### config.mk
export PLATFORM = sky130hd
export DESIGN_NAME = round_ctrl_flat
export DESIGN_NICKNAME = d
export VERILOG_FILES = /design/src/rtl/round_ctrl_if.sv /design/src/rtl/round_ctrl.sv /design/src/flat_wrapper.sv
export SDC_FILE = /design/constraint.sdc
export NUM_CORES = 1
export LEC_CHECK = 0
export ABC_AREA = 1
export ABC_CLOCK_PERIOD_IN_PS = 1800
export CAP_MARGIN = 20
export CELL_PAD_IN_SITES_DETAIL_PLACEMENT = 1
export CELL_PAD_IN_SITES_GLOBAL_PLACEMENT = 1
export CORE_MARGIN = 2
export CORE_UTILIZATION = 30
export DETAILED_ROUTE_END_ITERATION = 7
export PLACE_DENSITY_LB_ADDON = 0.08
export SYNTH_ARGS = -nofsm -noshare
export SYNTH_HDL_FRONTEND = slang
export SYNTH_SLANG_ARGS = --single-unit
### constraint.sdc
create_clock -name clk -period 1.8 [get_ports clk]
set_input_delay 0.45 -clock clk [delete_from_list [all_inputs] [get_ports clk]]
set_output_delay 0.45 -clock clk [all_outputs]
set_load 0.01 [all_outputs]
### src/rtl/round_ctrl_if.sv
// Player/host bundle for the card-round controller; master = players and host, slave = controller.
interface round_ctrl_if;
  logic       start;
  logic [8:0] p1_sel;
  logic [8:0] p2_sel;
  logic       p1_go;
  logic       p2_go;
  logic [8:0] p1_used;
  logic [8:0] p2_used;
  logic [3:0] p1_handcard;
  logic [3:0] p2_handcard;
  logic [8:0] p1_cardselect;
  logic [8:0] p2_cardselect;
  logic       p1_handout_pulse;
  logic       p2_handout_pulse;
  logic [1:0] turn;
  logic [3:0] round;
  logic [3:0] p1_score;
  logic [3:0] p2_score;
  logic       err;
  logic       done;
  logic [1:0] winner;

  modport master (
    output start, p1_sel, p2_sel, p1_go, p2_go,
           p1_used, p2_used, p1_handcard, p2_handcard,
    input  p1_cardselect, p2_cardselect, p1_handout_pulse, p2_handout_pulse,
           turn, round, p1_score, p2_score, err, done, winner
  );

  modport slave (
    input  start, p1_sel, p2_sel, p1_go, p2_go,
           p1_used, p2_used, p1_handcard, p2_handcard,
    output p1_cardselect, p2_cardselect, p1_handout_pulse, p2_handout_pulse,
           turn, round, p1_score, p2_score, err, done, winner
  );
endinterface

### src/rtl/round_ctrl.sv
// Two-player card game round controller (optional auto-play via ROUND_TIMEOUT_EN).
// Latency: accepted go -> cardselect next cycle, handout pulse the cycle after.
// Backpressure: none; only the player in turn is observed, bad go flags err.
module round_ctrl #(
  parameter int NROUNDS        = 9,
  parameter int TIMEOUT_CYCLES = 1024
) (
  input  logic        clk,
  input  logic        resetn,
  round_ctrl_if.slave bus
);

  typedef enum logic [2:0] {
    S_IDLE,
    S_WAIT,
    S_LOAD,
    S_PULSE,
    S_SETTLE,
    S_COMPARE,
    S_DONE
  } state_t;

  localparam logic [1:0] TURN_NONE  = 2'b00;
  localparam logic [1:0] TURN_P1    = 2'b01;
  localparam logic [1:0] TURN_P2    = 2'b10;
  localparam logic [3:0] LAST_ROUND = 4'(NROUNDS);

  state_t     state;
  logic [3:0] round_q;
  logic [3:0] p1_score_q;
  logic [3:0] p2_score_q;
  logic [1:0] turn_q;
  logic [1:0] winner_q;
  logic [8:0] p1_cs_q;
  logic [8:0] p2_cs_q;
  logic       p1_pulse_q;
  logic       p2_pulse_q;
  logic       err_q;
  logic       done_q;
  logic       served_q;

  logic       p1_act;
  logic       act_go;
  logic [8:0] act_sel;
  logic [8:0] act_used;
  logic       sel_onehot;
  logic       go_ok;
  logic       p1_wins;
  logic       p2_wins;
  logic [3:0] p1_score_nxt;
  logic [3:0] p2_score_nxt;
  logic [1:0] winner_nxt;
  logic [1:0] lead_nxt;
  logic       tmo_fire;
  logic [8:0] auto_sel;
  logic [8:0] pick_sel;

  assign p1_act     = (turn_q == TURN_P1);
  assign act_go     = p1_act ? bus.p1_go   : bus.p2_go;
  assign act_sel    = p1_act ? bus.p1_sel  : bus.p2_sel;
  assign act_used   = p1_act ? bus.p1_used : bus.p2_used;
  assign sel_onehot = (act_sel != 9'd0) && ((act_sel & (act_sel - 9'd1)) == 9'd0);
  assign go_ok      = act_go && sel_onehot && ((act_sel & act_used) == 9'd0);
  assign pick_sel   = go_ok ? act_sel : auto_sel;

  assign p1_wins      = (bus.p1_handcard > bus.p2_handcard);
  assign p2_wins      = (bus.p2_handcard > bus.p1_handcard);
  assign p1_score_nxt = p1_score_q + {3'b000, p1_wins};
  assign p2_score_nxt = p2_score_q + {3'b000, p2_wins};
  assign winner_nxt   = (p1_score_nxt > p2_score_nxt) ? TURN_P1 :
                        (p2_score_nxt > p1_score_nxt) ? TURN_P2 : 2'b11;
  // Odd rounds are led by P1, so the round after an odd one is led by P2.
  assign lead_nxt     = round_q[0] ? TURN_P2 : TURN_P1;

`ifdef ROUND_TIMEOUT_EN
  localparam int TW = (TIMEOUT_CYCLES > 1) ? $clog2(TIMEOUT_CYCLES) : 1;
  localparam logic [TW-1:0] TMO_LAST = TW'(TIMEOUT_CYCLES - 1);

  logic [TW-1:0] tmo_cnt;
  logic [8:0]    free_mask;

  assign free_mask = ~act_used;
  assign auto_sel  = free_mask & (~free_mask + 9'd1);
  assign tmo_fire  = (state == S_WAIT) && (tmo_cnt == TMO_LAST) && (auto_sel != 9'd0);

  // Held at zero outside WAIT, so every WAIT entry starts a fresh count.
  always_ff @(posedge clk or negedge resetn) begin
    if (!resetn) begin
      tmo_cnt <= '0;
    end else if (state != S_WAIT) begin
      tmo_cnt <= '0;
    end else if (tmo_cnt != TMO_LAST) begin
      tmo_cnt <= tmo_cnt + 1'b1;
    end
  end
`else
  assign auto_sel = 9'd0;
  assign tmo_fire = 1'b0;
`endif

  always_ff @(posedge clk or negedge resetn) begin
    if (!resetn) begin
      state      <= S_IDLE;
      round_q    <= 4'd0;
      p1_score_q <= 4'd0;
      p2_score_q <= 4'd0;
      turn_q     <= TURN_NONE;
      winner_q   <= 2'b00;
      p1_cs_q    <= 9'd0;
      p2_cs_q    <= 9'd0;
      p1_pulse_q <= 1'b0;
      p2_pulse_q <= 1'b0;
      err_q      <= 1'b0;
      done_q     <= 1'b0;
      served_q   <= 1'b0;
    end else begin
      err_q      <= 1'b0;
      p1_pulse_q <= 1'b0;
      p2_pulse_q <= 1'b0;
      case (state)
        S_IDLE, S_DONE: begin
          if (bus.start) begin
            state      <= S_WAIT;
            round_q    <= 4'd1;
            p1_score_q <= 4'd0;
            p2_score_q <= 4'd0;
            turn_q     <= TURN_P1;
            winner_q   <= 2'b00;
            done_q     <= 1'b0;
            served_q   <= 1'b0;
          end
        end
        S_WAIT: begin
          err_q <= act_go && !go_ok;
          if (go_ok || tmo_fire) begin
            state <= S_LOAD;
            if (p1_act) p1_cs_q <= pick_sel;
            else        p2_cs_q <= pick_sel;
          end
        end
        S_LOAD: begin
          state <= S_PULSE;
          if (p1_act) p1_pulse_q <= 1'b1;
          else        p2_pulse_q <= 1'b1;
        end
        S_PULSE: begin
          state <= S_SETTLE;
        end
        S_SETTLE: begin
          p1_cs_q <= 9'd0;
          p2_cs_q <= 9'd0;
          if (!served_q) begin
            served_q <= 1'b1;
            turn_q   <= p1_act ? TURN_P2 : TURN_P1;
            state    <= S_WAIT;
          end else begin
            turn_q   <= TURN_NONE;
            state    <= S_COMPARE;
          end
        end
        S_COMPARE: begin
          p1_score_q <= p1_score_nxt;
          p2_score_q <= p2_score_nxt;
          served_q   <= 1'b0;
          if (round_q < LAST_ROUND) begin
            round_q <= round_q + 4'd1;
            turn_q  <= lead_nxt;
            state   <= S_WAIT;
          end else begin
            done_q   <= 1'b1;
            winner_q <= winner_nxt;
            state    <= S_DONE;
          end
        end
        default: state <= S_IDLE;
      endcase
    end
  end

  assign bus.p1_cardselect    = p1_cs_q;
  assign bus.p2_cardselect    = p2_cs_q;
  assign bus.p1_handout_pulse = p1_pulse_q;
  assign bus.p2_handout_pulse = p2_pulse_q;
  assign bus.turn             = turn_q;
  assign bus.round            = round_q;
  assign bus.p1_score         = p1_score_q;
  assign bus.p2_score         = p2_score_q;
  assign bus.err              = err_q;
  assign bus.done             = done_q;
  assign bus.winner           = winner_q;

endmodule

### src/flat_wrapper.sv
// flat-port wrapper written by rule: the top's interface ports become plain ports
module round_ctrl_flat 
#(
  parameter int NROUNDS        = 9,
  parameter int TIMEOUT_CYCLES = 1024
)
  (clk, resetn, bus_start, bus_p1_sel, bus_p2_sel, bus_p1_go, bus_p2_go, bus_p1_used, bus_p2_used, bus_p1_handcard, bus_p2_handcard, bus_p1_cardselect, bus_p2_cardselect, bus_p1_handout_pulse, bus_p2_handout_pulse, bus_turn, bus_round, bus_p1_score, bus_p2_score, bus_err, bus_done, bus_winner);
  round_ctrl_if bus_i ();
  input  logic clk;
  input  logic resetn;
  input wire logic [$bits(bus_i.start)-1:0] bus_start;
  input wire logic [$bits(bus_i.p1_sel)-1:0] bus_p1_sel;
  input wire logic [$bits(bus_i.p2_sel)-1:0] bus_p2_sel;
  input wire logic [$bits(bus_i.p1_go)-1:0] bus_p1_go;
  input wire logic [$bits(bus_i.p2_go)-1:0] bus_p2_go;
  input wire logic [$bits(bus_i.p1_used)-1:0] bus_p1_used;
  input wire logic [$bits(bus_i.p2_used)-1:0] bus_p2_used;
  input wire logic [$bits(bus_i.p1_handcard)-1:0] bus_p1_handcard;
  input wire logic [$bits(bus_i.p2_handcard)-1:0] bus_p2_handcard;
  output wire logic [$bits(bus_i.p1_cardselect)-1:0] bus_p1_cardselect;
  output wire logic [$bits(bus_i.p2_cardselect)-1:0] bus_p2_cardselect;
  output wire logic [$bits(bus_i.p1_handout_pulse)-1:0] bus_p1_handout_pulse;
  output wire logic [$bits(bus_i.p2_handout_pulse)-1:0] bus_p2_handout_pulse;
  output wire logic [$bits(bus_i.turn)-1:0] bus_turn;
  output wire logic [$bits(bus_i.round)-1:0] bus_round;
  output wire logic [$bits(bus_i.p1_score)-1:0] bus_p1_score;
  output wire logic [$bits(bus_i.p2_score)-1:0] bus_p2_score;
  output wire logic [$bits(bus_i.err)-1:0] bus_err;
  output wire logic [$bits(bus_i.done)-1:0] bus_done;
  output wire logic [$bits(bus_i.winner)-1:0] bus_winner;
  assign bus_i.start = bus_start;
  assign bus_i.p1_sel = bus_p1_sel;
  assign bus_i.p2_sel = bus_p2_sel;
  assign bus_i.p1_go = bus_p1_go;
  assign bus_i.p2_go = bus_p2_go;
  assign bus_i.p1_used = bus_p1_used;
  assign bus_i.p2_used = bus_p2_used;
  assign bus_i.p1_handcard = bus_p1_handcard;
  assign bus_i.p2_handcard = bus_p2_handcard;
  assign bus_p1_cardselect = bus_i.p1_cardselect;
  assign bus_p2_cardselect = bus_i.p2_cardselect;
  assign bus_p1_handout_pulse = bus_i.p1_handout_pulse;
  assign bus_p2_handout_pulse = bus_i.p2_handout_pulse;
  assign bus_turn = bus_i.turn;
  assign bus_round = bus_i.round;
  assign bus_p1_score = bus_i.p1_score;
  assign bus_p2_score = bus_i.p2_score;
  assign bus_err = bus_i.err;
  assign bus_done = bus_i.done;
  assign bus_winner = bus_i.winner;
  round_ctrl #(.NROUNDS(NROUNDS), .TIMEOUT_CYCLES(TIMEOUT_CYCLES)) u_core (.clk(clk), .resetn(resetn), .bus(bus_i));
endmodule
==> run metrics <==
layout cells sized above 1 0.357; FF+latch area 0.00106 mm²; Post-Route WL 9460 µm; Setup crit end kind flop; Tcrit/Tclk final 1.41; worst hold path type input pin to asynchronous set/reset pin; Antenna Violating Nets Remaining 0; CTS Hold Bufs 0; nets 577; Ports 87; cell leakage power 2.33 nW; area of the multi-input gates 0.00184 mm²; fmax 394 MHz; CTS Buf Count 5; row count 34; Syn Inst Count 365; first-pass GRT wire length 15,000 µm; die area 0.00975 mm²; synthesized cell area 0.00269 mm²; CTS tree done; # H-tree levels 2; Avg Cell Area, Syn 7.38 µm²; endpoints failing hold 0; Crit path arrival time 2.76 ns; Clk Latency, worst-skew pair 0.30 ns; clock root buffer master clkbuf_8; crit-path max FO 2; Total GRT Usage 0.189; crit path launch type input pin; RSZ-0062 raised after global routing true; Clock Skews 0.00703 ns; pin count of the biggest net entering global routing 43; initial core utilization 0.309; maxcap violations 0; status complete, but fails checks; kind of critical path input pin to flop; synth unique cells 33; routability cong. 0.899; vias in the first global route 3,216; violated checks negative setup slack; total grt overflow 0; Worst-Margin Slew 0.347 ns; Filler Cell Count 1,051; Sink Count 42; placed inst area 0.00428 mm²; DRC 0; wire length per cell 15.2 µm; worst IR drop on VDD 0.586 mV; Final Instance Area 0.00480 mm²; Port Buf Inserts 86; Clock transition at path regs 0.08 ns; setup slack, reg-to-reg -0.41 ns; initial DRC count 54; Seq/Total Area, Yosys 0.390; pwr dens 1400 mW/mm²; DR vias 2,977; Setup Viol. Count Final 26; Synth Net Count 428; post-route setup slack -0.741 ns; # diodes 0; Worst Path Required 2.02 ns; initial antenna violation count 0; area delta synth->final 78.4%; YS warnings 0; Core Region 0.00872 mm²; slew margin rel. 0.767; via-per-instance ratio 4.78; worst hold slack 0.114 ns; Core Util, Final 0.551; Initial DRT Pass Iterations 4; clk buf depth 2; Die W 98.7 µm; synthesis-stage register bit count 42; post-layout min period 2.54 ns; Max Transition Viols Final 0; hpwl dp 6830 µm; setup TNS -9.60 ns; Chip Height 98.7 µm
[state kept, by name, indices dropped and copies added, names as in the netlist]
signal and count:
u_core.bus.done 1, u_core.bus.err 1, u_core.bus.p1_cardselect 9, u_core.bus.p1_handout_pulse 1, u_core.bus.p1_score 4, u_core.bus.p2_cardselect 9, u_core.bus.p2_handout_pulse 1, u_core.bus.p2_score 4
u_core.bus.round 4, u_core.bus.turn 2, u_core.bus.winner 2, u_core.served_q 1, u_core.state 3
[cells in the mapped netlist, drive strengths merged]
| cell type | number | area, µm² |
|---|---|---|
| o21ai | 25 | 125 |
| o21a | 1 | 7.51 |
| buf | 7 | 81.3 |
| a21oi | 6 | 30.0 |
| clkinv | 2 | 7.51 |
| o21bai | 2 | 15.0 |
| nand3b | 2 | 15.0 |
| or2 | 1 | 6.26 |
| nor3 | 1 | 5.00 |
| ha | 14 | 175 |
| nand4 | 5 | 31.3 |
| a31oi | 3 | 18.8 |
| xor2 | 3 | 26.3 |
| a311oi | 1 | 8.76 |
| a221oi | 2 | 17.5 |
| dfrtp | 42 | 1050 |
| inv | 49 | 186 |
| a22o | 3 | 26.3 |
| nand2 | 122 | 502 |
| clkbuf | 1 | 3.75 |
| xnor2 | 1 | 8.76 |
| o2111ai | 1 | 8.76 |
| nor2 | 32 | 128 |
| nand3 | 39 | 208 |
[routing by layer]
layer / GRT usage / wire length [µm] / vias to the layer above
li1: - / - / 1470
met1: 0.227 / 3980 / 1458
met2: 0.363 / 5190 / 42
met3: 0.0248 / 200 / 7
met4: 0.0348 / 81 / 0
met5: 0 / 0 / -
[layout by cell type, fill, tap and decap left out, types with 3 or more instances in the layout]
| cell type | Yosys | routed |
|---|---|---|
| nand2_4 | 2 | 8 |
| nand2_2 | 5 | 30 |
| ha_4 | 0 | 7 |
| dfrtp_2 | 0 | 6 |
| buf_2 | 1 | 4 |
| nand3_2 | 0 | 21 |
| clkbuf_8 | 0 | 5 |
| buf_12 | 1 | 9 |
| a21oi_1 | 6 | 5 |
| o21ai_0 | 23 | 13 |
| nand3_1 | 38 | 17 |
| dfrtp_1 | 42 | 36 |
| buf_6 | 5 | 7 |
| o21ai_1 | 2 | 8 |
| clkdlybuf4s50_1 | 0 | 73 |
| a22o_1 | 3 | 3 |
| nand2_8 | 1 | 5 |
| inv_2 | 0 | 7 |
| inv_1 | 48 | 38 |
| inv_4 | 1 | 3 |
| o21ai_2 | 0 | 4 |
| nand2_1 | 114 | 82 |
| ha_1 | 14 | 4 |
| buf_4 | 0 | 47 |
| nand4_1 | 5 | 5 |
| a31oi_1 | 3 | 3 |
| nor2_2 | 0 | 3 |
| nor2_1 | 31 | 28 |
| ha_2 | 0 | 3 |
[cell families after synthesis]
family	after synthesis	synth area share
and+or+nand+nor	202	0.332
buffers and inverters	59	0.104
AOI/OAI and AO/OA	44	0.0957
DFF	42	0.390
adders and majority gates	14	0.0651
xor gates and xnor gates	4	0.0130
[worst paths after layout]
| path | to | from | depth (start not counted) |
|---|---|---|---|
| max | u_core.bus.winner[0] | bus_p1_handcard[1] | 15 |
| min | u_core.bus.err | resetn | 2 |
| max reg2reg | u_core.bus.p1_cardselect[1] | u_core.bus.turn[0] | 15 |
| min reg2reg | u_core.bus.p2_cardselect[5] | u_core.bus.p2_cardselect[5] | 2 |
| max in group asynchronous | u_core.bus.p1_score[1] | resetn | 2 |
| min in group clk | u_core.bus.p2_cardselect[5] | u_core.bus.p2_cardselect[5] | 2 |
[power breakdown]
| group | leakage, nW | switching (mW) | total [mW] | internal [mW] |
|---|---|---|---|---|
| clock | 0.0524 | 0.349 | 0.765 | 0.416 |
| combinational | 1.74 | 2.35 | 4.44 | 2.09 |
| sequential | 0.536 | 0.253 | 1.51 | 1.26 |
| total | 2.33 | 2.95 | 6.72 | 3.77 |
[final cells by class]
type / count / share of cell area
multi-input cells: 267 / 0.383
clock buffers: 7 / 0.0159
repair buffers: 147 / 0.303
well taps: 108 / 0.0281
flip-flops and latches: 42 / 0.220
clock inverters: 1 / 0.00625
inverters: 51 / 0.0430
[worst max-delay path, stage by stage]
cell	delay, ns
buf_6	0.10
ha_4	0.23
inv_2	0.05
o21bai_1	0.09
a221oi_2	0.30
a31oi_1	0.09
ha_2	0.21
ha_4	0.27
inv_4	0.04
ha_4	0.23
inv_1	0.07
o21bai_2	0.09
a221oi_4	0.28
a31oi_1	0.09
o21ai_1	0.17
[stage by stage]
stage	cells	total power, mW	setup slack, ns
floorplan	365	3.45	-0.655
detailed placement	600	5.09	-1.53
global placement	600	4.96	-1.36
global route	623	7.24	-0.938
CTS	615	6.36	-0.679
finish	623	6.72	-0.741
[repair_timing]
item / in CTS / in global routing
endpoints found under the hold margin: 0 / 0
pin swaps: 16 / 23
setup endpoints to repair: 35 / 38
gates resized for setup: 63 / 53
setup buffers: 6 / 9
cloned: 1 / 4
Power figures use the tool's default switching activity.
